## config.mk

```make
export PLATFORM = sky130hd
export DESIGN_NAME = hd_datapath
export DESIGN_NICKNAME = d
export VERILOG_FILES = /design/src/rtl/hd_pkg.sv /design/src/rtl/hd_alu.sv /design/src/rtl/hd_datapath.sv
export SDC_FILE = /design/constraint.sdc
export NUM_CORES = 1
export LEC_CHECK = 0
export BUFFER_PORTS_ARGS = -buffer_cell sky130_fd_sc_hd__buf_4
export CELL_PAD_IN_SITES_DETAIL_PLACEMENT = 0
export CELL_PAD_IN_SITES_GLOBAL_PLACEMENT = 1
export CORE_MARGIN = 4
export CORE_UTILIZATION = 43
export DETAILED_ROUTE_END_ITERATION = 6
export GPL_TIMING_DRIVEN = 0
export PLACE_DENSITY = 0.91
export SYNTH_ARGS = -nofsm -noshare
export SYNTH_HDL_FRONTEND = slang
export SYNTH_SLANG_ARGS = --single-unit
```

## constraint.sdc

```tcl
create_clock -name T3 -period 6.8 [get_ports T3]
set_input_delay 0.68 -clock T3 [delete_from_list [all_inputs] [get_ports T3]]
set_output_delay 0.68 -clock T3 [all_outputs]
set_load 0.02 [all_outputs]
```

## src/rtl/hd_pkg.sv

```systemverilog
// Shared constants for the hardwired-controller datapath: run state,
// one-hot beat encodings and ALU function codes.
package hd_pkg;

  typedef enum logic {
    ST_HALT = 1'b0,
    ST_RUN  = 1'b1
  } state_t;

  localparam logic [3:1] BEAT_W1 = 3'b001;
  localparam logic [3:1] BEAT_W2 = 3'b010;
  localparam logic [3:1] BEAT_W3 = 3'b100;

  // Arithmetic codes (M=0)
  localparam logic [3:0] ALU_ADD  = 4'b1001;
  localparam logic [3:0] ALU_SUB  = 4'b0110;
  localparam logic [3:0] ALU_INCA = 4'b0000;

  // Logic codes (M=1); XOR shares its S pattern with SUB
  localparam logic [3:0] ALU_PASSB = 4'b1010;
  localparam logic [3:0] ALU_AND   = 4'b1011;
  localparam logic [3:0] ALU_XOR   = 4'b0110;
  localparam logic [3:0] ALU_OR    = 4'b1110;
  localparam logic [3:0] ALU_PASSA = 4'b1111;

  // Sign-extend a 4-bit branch offset to 8 bits
  function automatic logic [7:0] sext4(input logic [3:0] v);
    return {{4{v[3]}}, v};
  endfunction

endpackage

```

## src/rtl/hd_alu.sv

```systemverilog
// Combinational 8-bit ALU. CIN is active-low; arithmetic results are
// 9 bits wide so COUT is bit 8. Unused codes yield zero with no carry.
module hd_alu
  import hd_pkg::*;
(
  input  logic [7:0] A,
  input  logic [7:0] B,
  input  logic [3:0] S,
  input  logic       M,
  input  logic       CIN,
  output logic [7:0] F,
  output logic       COUT
);

  logic       c;
  logic [8:0] res;

  assign c = ~CIN;

  // Function decode; logic ops never produce a carry
  always_comb begin
    res = 9'h000;
    if (!M) begin
      case (S)
        ALU_ADD:  res = {1'b0, A} + {1'b0, B} + {8'h00, c};
        ALU_SUB:  res = {1'b0, A} + {1'b0, ~B} + {8'h00, c};
        ALU_INCA: res = {1'b0, A} + {8'h00, c};
        default:  res = 9'h000;
      endcase
    end else begin
      case (S)
        ALU_PASSB: res = {1'b0, B};
        ALU_AND:   res = {1'b0, A & B};
        ALU_XOR:   res = {1'b0, A ^ B};
        ALU_OR:    res = {1'b0, A | B};
        ALU_PASSA: res = {1'b0, A};
        default:   res = 9'h000;
      endcase
    end
  end

  assign F    = res[7:0];
  assign COUT = res[8];

endmodule

```

## src/rtl/hd_datapath.sv

```systemverilog
// Datapath for a hardwired-controller CPU: four 8-bit registers, ALU,
// PC/AR/IR, priority bus and a RUN/HALT beat sequencer.
//
// state   | meaning
// --------+----------------------------------------------------------
// ST_HALT | idle; all writes suppressed, W held; QD=1 starts running
// ST_RUN  | one beat per edge; W steps W1->W2(->W3)->W1; STOP halts
module hd_datapath
  import hd_pkg::*;
(
  input  logic       T3,
  input  logic       CLR,
  input  logic       LDC,
  input  logic       LDZ,
  input  logic       CIN,
  input  logic       M,
  input  logic       ABUS,
  input  logic       DRW,
  input  logic       PCINC,
  input  logic       LPC,
  input  logic       LAR,
  input  logic       PCADD,
  input  logic       ARINC,
  input  logic       SELCTL,
  input  logic       MEMW,
  input  logic       STOP,
  input  logic       LIR,
  input  logic       SBUS,
  input  logic       MBUS,
  input  logic       SHORT,
  input  logic       LONG,
  input  logic [3:0] S,
  input  logic [3:0] SEL,
  input  logic [7:0] SD,
  input  logic       QD,
  output logic [7:0] MEM_ADDR,
  output logic [7:0] MEM_WDATA,
  output logic       MEM_WE,
  input  logic [7:0] MEM_RDATA,
  output logic [7:4] IR,
  output logic       C,
  output logic       Z,
  output logic [3:1] W,
  output logic [7:0] PC,
  output logic [7:0] AR,
  output logic [7:0] BUS,
  output logic       HALTED,
  output logic       BUS_ERR
);

  state_t     state_r, state_nxt;
  logic [3:1] w_r, w_nxt;
  logic       run;
  logic       rf_we, c_we, z_we, ir_we, conflict;

  logic [7:0] rf [0:3];
  logic [7:0] pc_r, pc_nxt, ar_r, ar_nxt, ir_r;
  logic       c_r, z_r, berr_r;

  logic [1:0] rd_idx, b_idx;
  logic [7:0] a_v, b_v, f_v, bus_v;
  logic       cout_v;

  // Run state and beat register
  always_ff @(posedge T3) begin
    if (CLR) begin
      state_r <= ST_HALT;
      w_r     <= BEAT_W1;
    end else begin
      state_r <= state_nxt;
      w_r     <= w_nxt;
    end
  end

  // Next run state and beat
  always_comb begin
    state_nxt = state_r;
    w_nxt     = w_r;
    case (state_r)
      ST_HALT: begin
        if (QD) state_nxt = ST_RUN;
      end
      ST_RUN: begin
        case (w_r)
          BEAT_W1: w_nxt = SHORT ? BEAT_W1 : BEAT_W2;
          BEAT_W2: w_nxt = LONG ? BEAT_W3 : BEAT_W1;
          default: w_nxt = BEAT_W1;
        endcase
        if (STOP) state_nxt = ST_HALT;
      end
      default: state_nxt = ST_HALT;
    endcase
  end

  // Write enables gated by RUN
  always_comb begin
    run      = (state_r == ST_RUN);
    rf_we    = run & DRW;
    c_we     = run & LDC;
    z_we     = run & LDZ;
    ir_we    = run & LIR;
    conflict = run & ((ABUS & MBUS) | (ABUS & SBUS) | (MBUS & SBUS));
  end

  // Register select: manual switches or instruction fields
  always_comb begin
    rd_idx = SELCTL ? SEL[3:2] : ir_r[3:2];
    b_idx  = SELCTL ? SEL[1:0] : ir_r[1:0];
    a_v    = rf[rd_idx];
    b_v    = rf[b_idx];
  end

  hd_alu u_alu (
    .A    (a_v),
    .B    (b_v),
    .S    (S),
    .M    (M),
    .CIN  (CIN),
    .F    (f_v),
    .COUT (cout_v)
  );

  // Bus source priority: ALU, then memory, then switches
  always_comb begin
    if (ABUS)      bus_v = f_v;
    else if (MBUS) bus_v = MEM_RDATA;
    else if (SBUS) bus_v = SD;
    else           bus_v = 8'h00;
  end

  // PC and AR next values from pre-edge sources
  always_comb begin
    pc_nxt = pc_r;
    if (LPC)        pc_nxt = bus_v;
    else if (PCADD) pc_nxt = pc_r + sext4(ir_r[3:0]);
    else if (PCINC) pc_nxt = pc_r + 8'h01;
    ar_nxt = ar_r;
    if (LAR)        ar_nxt = bus_v;
    else if (ARINC) ar_nxt = ar_r + 8'h01;
  end

  // Register file, flags and sticky bus-conflict flag
  always_ff @(posedge T3) begin
    if (CLR) begin
      for (int i = 0; i < 4; i++) rf[i] <= 8'h00;
      c_r    <= 1'b0;
      z_r    <= 1'b0;
      berr_r <= 1'b0;
    end else begin
      if (rf_we)    rf[rd_idx] <= bus_v;
      if (c_we)     c_r        <= cout_v;
      if (z_we)     z_r        <= (f_v == 8'h00);
      if (conflict) berr_r     <= 1'b1;
    end
  end

  // Program counter, address register and instruction register
  always_ff @(posedge T3) begin
    if (CLR) begin
      pc_r <= 8'h00;
      ar_r <= 8'h00;
      ir_r <= 8'h00;
    end else if (run) begin
      pc_r <= pc_nxt;
      ar_r <= ar_nxt;
      if (ir_we) ir_r <= MEM_RDATA;
    end
  end

  assign MEM_ADDR  = LIR ? pc_r : ar_r;
  assign MEM_WDATA = bus_v;
  assign MEM_WE    = MEMW & run;
  assign IR        = ir_r[7:4];
  assign C         = c_r;
  assign Z         = z_r;
  assign W         = w_r;
  assign PC        = pc_r;
  assign AR        = ar_r;
  assign BUS       = bus_v;
  assign HALTED    = ~run;
  assign BUS_ERR   = berr_r;

endmodule

```

==> results.yml, run 1 <==
run_status:
  status: "finished clean"
yosys:
  syn-cell-area_sq_mm: 0.00542
  synth_top_area_cell: "edfxtp_1"
  postSynthCellCount: 607
  yosys_register_bits: 63
  synthArstFlopShare_pct: 0
  synth.distinct_cells: 82
  yosys_warnings: 0
  synth.area.top_cells: "edfxtp_1 18%, dfxtp_1 11%, ha_1 6.9%, nor2_1 5.1%, a21oi_1 4.1%"
  avgSynthCellArea_sq_um: 8.92
  synth-edff-count: 32
  synth_top_area_share_pct: 17.7
  syn_nets: 687
  ys.flop_type: "edfxtp_1"
  ys_seq_area_share_pct: 29.2
clocking:
  clk_latency_ps: 330
  numCtsBuffers: 9
  clk_pin_slew_ps: 50
  post_cts_resized: 0
  cts_setup_buffers: 0
  clock-root-buffer: "clkbuf_16"
  cts_hold_buf: 0
  clk_path_buf_depth: 2
  cts-htree-levels: 3
  cts_tree: "built"
  clock-sinks: 63
drt:
  via_per_inst: 5.98
  first_pass_iters: 5
  drcViolationCount: 0
  wl_um: 17500
  detail-route-antenna-nets: 0
  routed-via-count: 5307
  wl_per_cell_um: 19.8
  drt_iter0_drc: 592
sta:
  setup_tns_ps: 0
  setup_violations: 0
  timing.final.crit_share_pct: 91.8
  rsz0062_at_grt: "false"
  hold_viol_final: 0
  fmax_mhz: 160
  fin_crit_ps: 6240
  relSlewSlack_pct: 9.99
  slew_violations: 0
  worstMarginPinSlew_ps: 1340
  skew_ps: 6.73
  whs_ps: 458
critical_path:
  cp-start-kind: "input pin"
  arrival_ps: 5560
  cp-startpoint: "SELCTL"
  required_ps: 6120
  critical_path_class: "input pin to output pin"
  crit_fanout: 10
  end_kind: "output pin"
  reg2reg_from: "ir_r[3]$_SDFFE_PP0P_"
global_routing:
  grt_util_met3_pct: 4.58
  grt_overflow_total: 0
  grt_pass1_vias: 5167
  use_met2_pct: 39.6
  grt.total_usage_pct: 24.2
  use_met1_pct: 31.8
  antenna_found_initial: 0
  top_usage_layer: "met2"
  grt_start_max_net_pins: 11
  grt_pass1_wl_um: 27500
placement:
  post-dp-hpwl_um: 13800
  port_buffers: 95
  place.gp.congestion: 0.942
cells_and_area:
  seqCellArea_sq_mm: 0.00158
  multi_input_area_sq_mm: 0.00342
  syn2layout_area_growth_pct: 22.0
  fillCellCount: 1145
  layout.nets: 794
  drive_above_1_share_pct: 22.0
  insertedDiodeCount: 0
floorplanning:
  num_rows: 40
  start_util_pct: 44.5
  die_area_sq_mm: 0.0145
  boundaryPins: 98
  fp.dieH_um: 120
  core-area_sq_mm: 0.0122
  die_w_um: 120
worst_hold_path:
  worstHoldPathType: "register to register"
  hold_start: "ir_r[6]$_SDFFE_PP0P_"
job:
  cap_violations: 0
pwr:
  vdd_drop_max_uv: 106
  leakagePower_uw: 0.00282
  power.density_mw_per_mm2: 183
## flip-flops by register name (all words and copies together) (netlist names)
register and cells:
BUS_ERR 1, run 1, AR 8, PC 8, ir_r 8, C 1
Z 1, rf 32, W 3
## critical path, stage by stage
cell and delay, ps:
buf_6 130, mux2i_1 640, buf_4 330, mux2i_1 740, ha_1 290, inv_1 120, a2111o_1 400, a211oi_2 300
nor3_1 90, o211a_1 220, or4_4 590, mux2i_1 560, inv_1 160, buf_4 170, buf_4 140
## cells by family after synthesis
logic type / count (synthesis) / synth area share (%)
simple gates: 210 / 19.1
fa+ha+maj: 36 / 8.78
xor+xnor: 13 / 2.10
compound gates: 158 / 19.6
mux: 46 / 13.6
flops: 63 / 29.2
buf+inv: 81 / 7.65
## Yosys cell counts (3+ instances only)
master	number
and2_1	4
xnor2_1	11
nor4bb_1	3
dfxtp_1	31
mux2i_4	4
edfxtp_1	32
buf_4	14
a221oi_1	8
nand2b_1	5
a32oi_1	3
a21o_1	5
inv_1	35
o21ai_0	24
a31oi_1	9
o31ai_1	3
fa_1	4
o21a_1	5
nor4_1	4
mux2i_1	18
nand3_1	20
nor2b_1	7
mux4_1	7
nor2_1	74
a211o_1	3
ha_1	30
nor3_1	18
mux4_2	8
nand4_1	3
o21bai_1	4
a21oi_1	44
a22oi_1	9
mux2_2	9
clkbuf_1	18
and3_1	6
a211oi_1	10
buf_1	6
a221o_1	3
nand2_1	45
## through the flow
stage	std cells	power (uW)	area [sq um]	util, %	setup WS [ps]
2_1_floorplan	607	680	5420	-	1440
3_3_place_gp	870	796	6340	52.1	678
3_5_place_dp	871	804	6340	52.2	648
4_1_cts	887	1210	6610	54.3	621
5_1_grt	887	1270	6610	54.3	301
6_report	887	1210	6610	54.3	555
## routing by layer
metal / wire (um) / up-vias
met3: 1280 / 48
met2: 8360 / 249
met4: 578 / 0
met1: 7330 / 2546
li1: - / 2464
met5: 0 / -
## power breakdown
part | internal, uW | switching [uW]
sequential | 416 | 16.7
combinational | 154 | 216
clock | 256 | 152
## final timing paths
check	to	cells after the start	slack [ps]
worst min register to register	ir_r[6]$_SDFFE_PP0P_	2	460
worst max register to register	rf[2][5]$_SDFFCE_PN0P_	12	1840
worst min-delay path	ir_r[6]$_SDFFE_PP0P_	2	460
worst max-delay path	MEM_WDATA[5]	15	560
## cells in the final DEF, fill, tap and decap left out, types with 8 or more instances in the layout
cell type    n
a22oi_1      9
o21ai_0     24
clkbuf_16    9
a31oi_1      9
nor2_1      74
buf_4      109
xnor2_1     11
mux4_2       8
inv_1       35
a21oi_1     44
nor3_1      18
edfxtp_1    32
mux2_2       9
ha_1        30
mux2i_1     18
a211oi_1    10
nand3_1     20
nand2_1     45
a221oi_1     8
dfxtp_1     31
clkbuf_1    23
## cell type report
| type | count | share of cell area [%] |
|---|---|---|
| well taps | 168 | 3.18 |
| clock buffers | 15 | 3.90 |
| flip-flops and latches | 63 | 23.9 |
| multi-input cells | 463 | 51.8 |
| inverters | 38 | 2.16 |
| plain buffers | 43 | 4.11 |
| repair buffers | 96 | 10.9 |
| clock inverters | 1 | 0.0757 |
No activity file was read; power rests on OpenSTA's default activity.
==> inputs of run 2 (changes only) <==
--- a/config.mk
+++ b/config.mk
@@ -5,14 +5,15 @@
 export SDC_FILE = /design/constraint.sdc
 export NUM_CORES = 1
 export LEC_CHECK = 0
+export ABC_AREA = 1
 export BUFFER_PORTS_ARGS = -buffer_cell sky130_fd_sc_hd__buf_4
 export CELL_PAD_IN_SITES_DETAIL_PLACEMENT = 0
 export CELL_PAD_IN_SITES_GLOBAL_PLACEMENT = 1
 export CORE_MARGIN = 4
-export CORE_UTILIZATION = 43
+export CORE_UTILIZATION = 41
 export DETAILED_ROUTE_END_ITERATION = 6
 export GPL_TIMING_DRIVEN = 0
-export PLACE_DENSITY = 0.91
+export PLACE_DENSITY = 0.92
 export SYNTH_ARGS = -nofsm -noshare
 export SYNTH_HDL_FRONTEND = slang
 export SYNTH_SLANG_ARGS = --single-unit
==> results.yml, run 2 <==
cells_and_area:
  largest-register: "rf"
  final_cell_mix: "194 x nand2_1, 106 x inv_1, 106 x buf_4"
  syn2layout_area_growth_pct: 21.9
  largest_reg_flops: 32
  insertedDiodeCount: 0
  layout.nets: 1007
  layout_commonest_cell: "nand2_1"
  fin_util_pct: 51.2
  drive_above_1_share_pct: 19.8
worst_hold_path:
  hold_start: "BUS_ERR$_SDFFE_PP0P_"
  min_delay_path_depth: 2
  worstHoldPathType: "register to register"
  hold_end: "BUS_ERR$_SDFFE_PP0P_"
global_routing:
  grt_start_max_net_pins: 14
  grt_overflow_total: 0
  grt.total_usage_pct: 22.8
  antenna_found_initial: 0
  grt_pass1_wl_um: 28900
  grt_pass1_vias: 5713
yosys:
  avgSynthCellArea_sq_um: 6.77
  synth_top_area_share_pct: 17.2
  syn-cell-area_sq_mm: 0.00558
  synth.most_common_cell: "nand2_1"
  ys_seq_area_share_pct: 28.3
  synth_top_area_cell: "edfxtp_1"
  synth.area.top_cells: "edfxtp_1 17%, nand2_1 13%, dfxtp_1 11%, inv_1 7.1%, ha_1 6.7%"
  synthArstFlopShare_pct: 0
  synth-edff-count: 32
  netlist_top_cells_count: "194 x nand2_1, 106 x inv_1, 80 x nor2_1, 71 x nand3_1, 56 x a21oi_1"
  yosys_register_bits: 63
  postSynthCellCount: 824
  ys.flop_type: "edfxtp_1"
  yosys_warnings: 0
  synth.distinct_cells: 50
  syn_nets: 904
sta:
  slew_violations: 0
  whs_ps: 454
  setup_violations: 0
  worstMarginPinSlew_ps: 1120
  setup_tns_ps: 0
  relSlewSlack_pct: 24.6
  final.setup.worst_slack_ps: 1910
  fmax_mhz: 204
  timing.final.crit_share_pct: 72.0
  skew_ps: 5.95
  rsz0062_at_grt: "false"
  fin_crit_ps: 4890
  hold_viol_final: 0
floorplanning:
  die_w_um: 125
  num_rows: 42
  start_util_pct: 42.0
  fp.dieH_um: 125
  core-area_sq_mm: 0.0133
  die_area_sq_mm: 0.0155
  boundaryPins: 98
pwr:
  p_int_uw: 871
  power.density_mw_per_mm2: 201
  p_comb_share_pct: 33.4
  clkPwrFrac_pct: 34.6
  vdd_drop_max_uv: 153
  p_sw_share_pct: 36.3
  netSwitchingPower_uw: 495
  leakagePower_uw: 0.00326
  power_frac_seq_pct: 32.0
clocking:
  cts-htree-levels: 3
  post_cts_resized: 0
  cts_setup_buffers: 0
  cts_hold_buf: 0
  numCtsBuffers: 9
  clock-sinks: 63
  clk_path_buf_depth: 2
  cts_tree: "built"
  clock-root-buffer: "clkbuf_16"
  clk_pin_slew_ps: 60
  clk_latency_ps: 340
critical_path:
  cp-start-kind: "input pin"
  cpMostUsedCell: "nand2_1"
  critical_path_class: "input pin to output pin"
  crit_fanout: 10
  worst_path_max_delay_cell: "fa_1"
  slowest_delay_ps: 420
  required_ps: 6120
  reg2reg_slack_ps: 3050
  end_kind: "output pin"
  worstPathCellList: "buf_6 > inv_6 > nand2_1 > o21ai_2 > buf_4 > nand3_1 > nand2_2 > inv_1 > fa_1 > fa_1 > nand3b_1 > nand2_1 > nand2_1 > nand2_1 > a21oi_1 > or2_1 > nand2_1 > nand3_1 > nand2_1 > nand2_1 > o21ai_4 > inv_1 > buf_4 > buf_4"
  arrival_ps: 4210
  reg2reg_from: "ir_r[1]$_SDFFE_PP0P_"
  r2r_cells: 21
  timing.rr.end: "PC[6]$_SDFFE_PP0P_"
placement:
  port_buffers: 92
  place_ws_ps: 1910
  place.gp.congestion: 0.923
  post-dp-hpwl_um: 13900
drt:
  first_pass_iters: 5
  wl_um: 17900
  routed-via-count: 5822
  via_per_inst: 5.25
  drt_iter0_drc: 390
  drcViolationCount: 0
  wl_per_cell_um: 16.2
  detail-route-antenna-nets: 0
run_status:
  status: "finished clean"
job:
  cap_violations: 0
[run 2: changes by cell type after synthesis, sizes merged, moves of 15 or more]
| cell | previous run | this run |
|---|---|---|
| nor3 | 18 | 3 |
| inv | 36 | 113 |
| o21ai | 26 | 60 |
| mux4 | 15 | 0 |
| nand2 | 45 | 221 |
| nand3 | 20 | 73 |
| mux2i | 22 | 2 |
[run 2: layer usage]
metal	track usage (%)	vias to the layer above	share of wire, %
met4	8.06	0	2.7
met5	0	-	0
met3	5.19	40	8.0
met1	28.4	2633	43
met2	38.5	231	47
li1	-	2918	-
[run 2: kinds of logic (layout without fill, tap and decap cells)]
family / count (synthesis) / in the layout / share of synthesized area (%)
fa+ha+maj: 34 / 34 / 8.16
compound gates: 170 / 170 / 18.5
xor+xnor: 9 / 9 / 1.41
buf+inv: 153 / 261 / 12.1
flops: 63 / 63 / 28.3
mux: 3 / 3 / 0.560
simple gates: 392 / 392 / 30.9
[run 2: area by class of cell]
type                    instances  area [sq um]
clock buffers                   9           225
well taps                     176           220
multi-input cells             608          3330
flip-flops and latches         63          1580
clock inverters                 7          78.8
inverters                     115           437
fillers                      1348          6490
repair buffers                 92           691
plain buffers                  38           240
[run 2: worst max-delay path, delay by kind of cell]
family	cells	cell delay (ps)
compound gates	3	430
fa+ha+maj	2	830
simple gates	12	1370
buf+inv	7	890
[run 2: worst max path at each step]
stage               startpoint      endpoint  slack [ps]  depth (start not counted)
finish                  SELCTL  MEM_WDATA[6]        1910                         24
global route            SELCTL  MEM_WDATA[6]        1510                         23
CTS                     SELCTL  MEM_WDATA[6]        1900                         23
detailed placement      SELCTL  MEM_WDATA[6]        1910                         23
global placement        SELCTL  MEM_WDATA[6]        1920                         24
floorplan               SELCTL  MEM_WDATA[6]        2440                         23
[run 2: per-stage QoR]
step	cell area (sq um)	total power, uW	std cells
after detailed placement	6490	896	1092
after global placement	6490	892	1092
after CTS	6800	1370	1108
after global routing	6800	1440	1108
final	6800	1370	1108
after floorplan	5580	749	824
[run 2: power groups by stage]
stage          clock [uW]  combinational, uW  sequential (uW)
4_1_cts               476                454              436
6_report              473                457              436
3_5_place_dp            0                452              444
3_3_place_gp            0                448              444
2_1_floorplan           0                301              448
5_1_grt               490                510              439
==> inputs of run 3 (changes only) <==
==> constraint.sdc (replaced) <==
create_clock -name T3 -period 5 [get_ports T3]
set_input_delay 0.5 -clock T3 [delete_from_list [all_inputs] [get_ports T3]]
set_output_delay 0.5 -clock T3 [all_outputs]
set_load 0.02 [all_outputs]
==> results.yml, run 3 (synthesis gave the netlist of run 2 again) <==
sta:
  final.setup.worst_slack_ps: 406
  fmax_mhz: 218
  timing.final.crit_share_pct: 91.9
  setup_tns_ps: 0
  whs_ps: 338
  relSlewSlack_pct: 25.2
  worstMarginPinSlew_ps: 1110
  slew_violations: 0
  setup_violations: 0
  fin_crit_ps: 4590
  skew_ps: 6.44
  rsz0062_at_grt: "false"
  hold_viol_final: 0
pwr:
  leakagePower_uw: 0.00327
  power.density_mw_per_mm2: 273
  vdd_drop_max_uv: 208
cells_and_area:
  syn2layout_area_growth_pct: 21.9
  fillCellCount: 1346
  multi_input_area_sq_mm: 0.00333
  final_cell_mix: "194 x nand2_1, 106 x inv_1, 106 x buf_4"
  drive_above_1_share_pct: 20.0
  fin_util_pct: 51.2
  fin_cells: 1108
  insertedDiodeCount: 0
  seqCellArea_sq_mm: 0.00158
  layout.nets: 1007
  largest_reg_flops: 32
  largest-register: "rf"
  layout_commonest_cell: "nand2_1"
run_status:
  status: "finished clean"
drt:
  routed-via-count: 5825
  wl_per_cell_um: 16.2
  drcViolationCount: 0
  first_pass_iters: 4
  detail-route-antenna-nets: 0
  via_per_inst: 5.26
  drt_iter0_drc: 380
  wl_um: 17900
critical_path:
  reg2reg_from: "ir_r[2]$_SDFFE_PP0P_"
  end_kind: "output pin"
  worst_path_max_delay_cell: "fa_1"
  cp-startpoint: "ir_r[3]$_SDFFE_PP0P_"
  arrival_ps: 4090
  crit_fanout: 10
  worstPathCellList: "inv_1 > nand2_1 > o21ai_2 > buf_4 > nand3_1 > nand2_2 > inv_1 > fa_1 > fa_1 > nand3b_1 > nand2_1 > nand2_1 > nand2_1 > a21oi_1 > or2_1 > nand2_1 > nand3_1 > nand2_1 > nand2_1 > o21ai_4 > inv_1 > buf_4 > buf_4"
  slowest_delay_ps: 420
  cp-start-kind: "register"
  critical_path_class: "register to output pin"
  required_ps: 4500
  cpMostUsedCell: "nand2_1"
placement:
  port_buffers: 92
  dp.cells: 1092
  post-dp-hpwl_um: 13900
  place_ws_ps: 472
  place.gp.congestion: 0.923
floorplanning:
  die_w_um: 125
  core-area_sq_mm: 0.0133
  fp.dieH_um: 125
  boundaryPins: 98
  die_area_sq_mm: 0.0155
  num_rows: 42
  start_util_pct: 42.0
clocking:
  cts_tree: "built"
  cts_setup_buffers: 0
  cts_hold_buf: 0
  post_cts_resized: 0
  clock-root-buffer: "clkbuf_16"
  clk_latency_ps: 340
  clk_path_buf_depth: 2
  clk_pin_slew_ps: 60
  numCtsBuffers: 9
  cts-htree-levels: 3
  clock-sinks: 63
global_routing:
  grt_start_max_net_pins: 14
  grt_pass1_vias: 5713
  antenna_found_initial: 0
  grt_pass1_wl_um: 28900
  grt.total_usage_pct: 22.8
  grt_overflow_total: 0
job:
  cap_violations: 0
worst_hold_path:
  hold_start: "STOP"
  worstHoldPathType: "input pin to register"
==> run 3: cell type report <==
cell class | instances | area share [%]
clock inverters | 7 | 1.16
well taps | 176 | 3.24
clock buffers | 9 | 3.31
flip-flops and latches | 63 | 23.2
plain buffers | 38 | 3.53
multi-input cells | 608 | 49.0
inverters | 115 | 6.42
repair buffers | 92 | 10.1
==> run 3: metal layers <==
layer	global-route usage [%]	vias to the layer above	part of all wire (%)
met2	38.5	213	47
met3	5.19	40	7.2
li1	-	2916	-
met5	0	-	0
met4	8.06	0	2.7
met1	28.4	2656	43
==> run 3: power breakdown <==
group | leakage (uW) | switching, uW | internal (uW) | total (uW)
Clock | 0.000153 | 249 | 393 | 642
Combinational | 0.00253 | 401 | 221 | 622
Sequential | 0.000584 | 23.2 | 570 | 594
==> run 3: critical path: cells and delay by family, from the launching register on <==
family	cells	cell delay [ps]
simple gates	12	1360
compound gates	3	430
buf+inv	6	800
fa+ha+maj	2	840
flops	1	310
==> run 3: worst paths after layout <==
check | to | slack [ps] | cells after the start
worst max-delay path | MEM_WDATA[6] | 410 | 23
worst min-delay path | run$_SDFF_PP0_ | 340 | 2
worst max register to register | PC[4]$_SDFFE_PP0P_ | 1240 | 23
worst min register to register | BUS_ERR$_SDFFE_PP0P_ | 450 | 2
==> run 3: stage by stage <==
| step | total power, uW | cell area (sq um) |
|---|---|---|
| after floorplan | 1020 | 5580 |
| final | 1860 | 6810 |
| after detailed placement | 1220 | 6490 |
| after global placement | 1210 | 6490 |
| after CTS | 1860 | 6800 |
| after global routing | 1960 | 6810 |
